[config.mk]
export PLATFORM = sky130hd
export DESIGN_NAME = sr_latch_bank
export DESIGN_NICKNAME = d
export VERILOG_FILES = /design/src/rtl/sr_latch_bank_pkg.sv /design/src/rtl/sr_latch_bank_cell.sv /design/src/rtl/sr_latch_bank.sv
export SDC_FILE = /design/constraint.sdc
export NUM_CORES = 1
export LEC_CHECK = 0
export CAP_MARGIN = 20
export CORE_MARGIN = 5
export CORE_UTILIZATION = 30
export CTS_BUF_LIST = sky130_fd_sc_hd__clkbuf_16
export CTS_CLUSTER_SIZE = 25
export DETAILED_ROUTE_END_ITERATION = 8
export PLACE_DENSITY_LB_ADDON = 0.05
export REMOVE_ABC_BUFFERS = 1
export SYNTH_ARGS = -nofsm -noshare
export SYNTH_HDL_FRONTEND = slang
export SYNTH_SLANG_ARGS = --single-unit
[constraint.sdc]
create_clock -name clk -period 2.26 [get_ports clk]
set_clock_uncertainty 0.2 [all_clocks]
set_input_delay 0.452 -clock clk [delete_from_list [all_inputs] [get_ports clk]]
set_output_delay 0.452 -clock clk [all_outputs]
set_load 0.1 [all_outputs]
[src/rtl/sr_latch_bank_pkg.sv]
// Shared constants and next-state rule for the set/reset storage bank.
package sr_pkg;

  localparam int MODE_RST_DOM = 0;
  localparam int MODE_SET_DOM = 1;
  localparam int MODE_HOLD    = 2;
  localparam int MODE_TOGGLE  = 3;

  // Next value of one cell given its current state, the set/reset pair and
  // the s=r=1 resolution mode.
  function automatic logic next_q(input logic q, input logic s, input logic r, input int mode);
    logic res;
    res = q;
    case ({s, r})
      2'b10:   res = 1'b1;
      2'b01:   res = 1'b0;
      2'b11: begin
        case (mode)
          MODE_RST_DOM: res = 1'b0;
          MODE_SET_DOM: res = 1'b1;
          MODE_HOLD:    res = q;
          default:      res = ~q;
        endcase
      end
      default: res = q;
    endcase
    return res;
  endfunction

endpackage

[src/rtl/sr_latch_bank_cell.sv]
// One storage channel: optional s/r synchroniser, state flop and sticky
// conflict bit, plus a one-cycle conflict-event strobe for the bank counter.
module sr_cell
  import sr_pkg::*;
#(
  parameter int MODE        = MODE_RST_DOM,
  parameter int SYNC_STAGES = 0,
  parameter bit RST_VAL     = 1'b0
) (
  input  logic clk,
  input  logic rst_n,
  input  logic en,
  input  logic s,
  input  logic r,
  input  logic clr_err,
  output logic q,
  output logic conflict,
  output logic conflict_evt
);

  logic ss;
  logic rs;

  if (MODE < 0 || MODE > 3) begin : g_bad_mode
    $error("sr_cell: MODE must be 0..3");
  end
  if (SYNC_STAGES < 0 || SYNC_STAGES > 2) begin : g_bad_sync
    $error("sr_cell: SYNC_STAGES must be 0, 1 or 2");
  end

  if (SYNC_STAGES > 0) begin : g_sync
    logic [SYNC_STAGES-1:0] s_pipe;
    logic [SYNC_STAGES-1:0] r_pipe;

    // Shift the raw requests through the synchroniser; reset flushes them idle.
    always_ff @(posedge clk or negedge rst_n) begin
      if (!rst_n) begin
        s_pipe <= '0;
        r_pipe <= '0;
      end else begin
        s_pipe[0] <= s;
        r_pipe[0] <= r;
        for (int i = 1; i < SYNC_STAGES; i++) begin
          s_pipe[i] <= s_pipe[i-1];
          r_pipe[i] <= r_pipe[i-1];
        end
      end
    end

    assign ss = s_pipe[SYNC_STAGES-1];
    assign rs = r_pipe[SYNC_STAGES-1];
  end else begin : g_nosync
    assign ss = s;
    assign rs = r;
  end

  assign conflict_evt = en & ss & rs;

  // State flop: only moves when enabled, using the shared resolution rule.
  always_ff @(posedge clk or negedge rst_n) begin
    if (!rst_n) begin
      q <= RST_VAL;
    end else if (en) begin
      q <= next_q(q, ss, rs, MODE);
    end
  end

  // Sticky conflict bit; a new event beats a simultaneous clear.
  always_ff @(posedge clk or negedge rst_n) begin
    if (!rst_n) begin
      conflict <= 1'b0;
    end else if (conflict_evt) begin
      conflict <= 1'b1;
    end else if (clr_err) begin
      conflict <= 1'b0;
    end
  end

endmodule

[src/rtl/sr_latch_bank.sv]
// Bank of WIDTH independent set/reset cells with a shared saturating
// conflict counter (one count per edge with any conflicting channel).
module sr_latch_bank
  import sr_pkg::*;
#(
  parameter int WIDTH       = 8,
  parameter int MODE        = MODE_RST_DOM,
  parameter int SYNC_STAGES = 0,
  parameter bit RST_VAL     = 1'b0,
  parameter int CNT_W       = 8
) (
  input  logic             clk,
  input  logic             rst_n,
  input  logic             en,
  input  logic [WIDTH-1:0] s,
  input  logic [WIDTH-1:0] r,
  input  logic             clr_err,
  output logic [WIDTH-1:0] q,
  output logic [WIDTH-1:0] qbar,
  output logic [WIDTH-1:0] conflict,
  output logic [CNT_W-1:0] conflict_cnt
);

  localparam logic [CNT_W-1:0] CNT_MAX = '1;

  logic [WIDTH-1:0] conflict_evt;
  logic             any_evt;

  if (WIDTH < 1 || WIDTH > 64) begin : g_bad_width
    $error("sr_latch_bank: WIDTH must be 1..64");
  end
  if (CNT_W < 1) begin : g_bad_cnt
    $error("sr_latch_bank: CNT_W must be at least 1");
  end

  for (genvar gi = 0; gi < WIDTH; gi++) begin : g_cell
    sr_cell #(
      .MODE        (MODE),
      .SYNC_STAGES (SYNC_STAGES),
      .RST_VAL     (RST_VAL)
    ) u_cell (
      .clk          (clk),
      .rst_n        (rst_n),
      .en           (en),
      .s            (s[gi]),
      .r            (r[gi]),
      .clr_err      (clr_err),
      .q            (q[gi]),
      .conflict     (conflict[gi]),
      .conflict_evt (conflict_evt[gi])
    );
  end

  assign any_evt = |conflict_evt;
  assign qbar    = ~q;

  // Saturating event counter; an event on a clearing edge restarts it at 1.
  always_ff @(posedge clk or negedge rst_n) begin
    if (!rst_n) begin
      conflict_cnt <= '0;
    end else if (any_evt) begin
      if (clr_err) begin
        conflict_cnt <= CNT_W'(1);
      end else if (conflict_cnt != CNT_MAX) begin
        conflict_cnt <= conflict_cnt + CNT_W'(1);
      end
    end else if (clr_err) begin
      conflict_cnt <= '0;
    end
  end

endmodule
==> out/results.ini <==
[detailed_routing]
met3_length_um = 238
route.detailed.drc = 0
drt_iter0_drc = 62
wirelength_mm = 3.19
antenna_left = 0
dr_wl_met2_mm = 1.52
drtPass1Iterations = 4
top_layer_used = met4
met1Wirelength_mm = 1.39
route.detailed.vias_per_inst = 4.85
wl_per_cell_um = 14.3
vias = 1081

[setup_path]
critPathKind = primary input to flip-flop
path_buf_inv = 2
slowest_stage = clkdlybuf4s50_1
worstPathRequired_ns = 2.18
start_kind = primary input
critPathMaxStageDelay_ns = 0.44
crit_arrival_ns = 2.05
worst-path-max-fanout = 10
crit_path_end_kind = flip-flop
cp_cell_sequence = clkdlybuf4s50_1 > a22o_1 > o41ai_4 > buf_4 > or3_1 > o221ai_1
crit_family = compound AO/OA/AOI/OAI gates

[sta]
setup_viol = 0
fin_setup_tns_ns = 0
hold_viol = 0
fmax_ghz = 0.468
period_share_pct = 94.5
whs_ns = 0.295
fin_crit_ns = 2.14
slew_headroom_pct = 63.4
worstMarginPinSlew_ns = 0.549
slew_viol_final = 0
rsz0062_at_grt = no

[synth]
synthDistinctLibCells = 29
yosysWarnings = 0
syn_area_per_cell_um2 = 10.2
synthTopCellsByArea = dfrtp_1 48%, buf_4 9.7%, a21oi_1 7.7%, a32o_1 6.5%, inv_1 3.3%
yosysSeqAreaShare_pct = 48.4
ys_ff_latch = 24
synthesis.area_um2 = 1240
synth_cells = 122
synth_top_cell_area_share_pct = 48.4
synth_top_cell_by_area = dfrtp_1

[clocking]
insertion_delay_ns = 0.25
postCtsSetupBuffers = 0
clkTransAtPathRegs_ns = 0.06
cts_resized = 0
root_buffer = clkbuf_16
clockBufferDepth = 2
hold_buffers = 0
cts_buffers = 3
cts.sinks = 24
cts_tree = built
htreeDepth = 1

[cells_and_area]
diodes = 0
syn2layout_area_growth_pct = 45.8
final_layout_size_suffix_gt1_share_pct = 31.8
nNetsFinal = 196
fin_cells = 223
fin_util_pct = 45.2
stdcell_area_um2 = 1810

[floorplan]
dieArea_um2 = 5520
core_area_um2 = 4000
row_count = 23
start_util_pct = 31.0
die_w_um = 74.3
num_io_pins = 52
die_height_um = 74.3

[power]
powerDensity_nw_per_um2 = 824
switchingPower_uw = 644
seqPwrFrac_pct = 33.0
pwr-share-clk_pct = 25.5
ir_drop_mv = 0.336
leakage_uw = 0.000838
p_comb_share_pct = 41.5
internal_power_uw = 847
power_switching_share_pct = 43.2

[placed_design]
gp_congestion = 0.781
placed_cells = 220
dp.final_hpwl_mm = 2.40
numPortBuffers = 51
dpl_cell_area_um2 = 1730

[run]
maxCapViolCount = 0

[global_routing]
grt_first_pass_wirelength_mm = 5.13
grt_max_degree = 25
grt_remaining_overflow = 0
grt_util_all_layers_pct = 12.2
grt_pass1_vias = 1052
antenna_found_initial = 0

[outcome]
status = completed

[worst_hold_path]
hold_class = flip-flop to flip-flop

## layer usage
layer	GRT usage (%)	up-vias
li1	-	529
met1	15.6	515
met2	19.7	33
met3	3.51	4
met4	4.15	0
met5	0	-
## worst register-to-register path, cell delays in order (launching register included)
cell,delay (ns)
dfrtp_1,0.40
ha_1,0.25
nand3_1,0.10
nor2_1,0.41
nor4_1,0.12
mux2_1,0.33
## stage by stage
stage	setup slack, ns	total power [uW]
after floorplan	-0.179	932
after global placement	-0.102	1120
after detailed placement	-0.150	1120
after CTS	0.125	1510
after global routing	0.0487	1550
final	0.124	1490
## sequential cells by signal (all words and copies together), names as in the netlist
register,count
conflict_cnt,8
g_cell.u_cell.conflict,8
g_cell.u_cell.q,8
## Yosys cell counts (all sizes together)
| library cell | n |
|---|---|
| o21ai | 1 |
| o31ai | 3 |
| o311a | 1 |
| a21oi | 19 |
| or4 | 2 |
| ha | 1 |
| nand3 | 3 |
| nor2 | 4 |
| buf | 20 |
| a32o | 8 |
| or3 | 3 |
| a22o | 4 |
| mux2i | 2 |
| nor4 | 1 |
| nand4 | 1 |
| o21bai | 1 |
| nand2 | 7 |
| inv | 11 |
| nand2b | 1 |
| dfrtp | 24 |
| mux2 | 1 |
| o221ai | 1 |
| o41ai | 1 |
| nor3 | 1 |
| clkbuf | 1 |
## area by class of cell
cell class	count	area, um^2
fill	392	2190
sequential	24	601
timing repair buffer	69	578
multi-input combinational	66	452
clock buffer	3	75.1
tap	50	62.6
inverter	11	41.3
## power by group through the flow
stage                     registers, uW  logic [uW]  clock network [uW]
after floorplan                     743         189                   0
after global placement              498         620                   0
after detailed placement            499         623                   0
after CTS                           492         624                 395
after global routing                497         641                 417
final                               491         619                 381
## worst paths after layout
path | start | end | slack, ns | cells past startpoint
worst max register to register | conflict_cnt[0] | conflict_cnt[5] | 0.34 | 5
worst min register to register | g_cell[2].u_cell.conflict | g_cell[2].u_cell.conflict | 0.30 | 1
worst min-delay path | g_cell[2].u_cell.conflict | g_cell[2].u_cell.conflict | 0.30 | 1
min in group asynchronous | rst_n | conflict_cnt[1] | 0.35 | 2
max in group asynchronous | rst_n | g_cell[1].u_cell.conflict | 1.26 | 2
worst max-delay path | r[1] | conflict_cnt[0] | 0.12 | 6
## cells by family (layout without fill, tap and decap cells)
| family | count (synthesis) | in the layout | share of synthesized area [%] |
|---|---|---|---|
| AOI/OAI and AO/OA | 39 | 39 | 23.5 |
| adders and majority gates | 1 | 1 | 1.01 |
| and+or+nand+nor | 23 | 23 | 9.38 |
| DFF | 24 | 24 | 48.4 |
| muxes | 3 | 3 | 2.52 |
| buffers and inverters | 32 | 83 | 15.2 |
## cell usage in the layout (no fill, tap or decap), types with 2 or more instances in the layout
cell type | synthesis | layout
mux2i_1 | 2 | 2
nand3_1 | 3 | 3
a22o_1 | 4 | 4
inv_1 | 11 | 11
nor2_1 | 3 | 3
clkdlybuf4s50_1 | 0 | 19
dfrtp_1 | 24 | 24
o31ai_1 | 3 | 3
a32o_1 | 8 | 8
a21oi_1 | 19 | 19
or4_1 | 2 | 2
or3_1 | 3 | 3
clkbuf_16 | 0 | 3
buf_4 | 16 | 49
nand2_1 | 7 | 7
(Power assumes the default switching activity.)
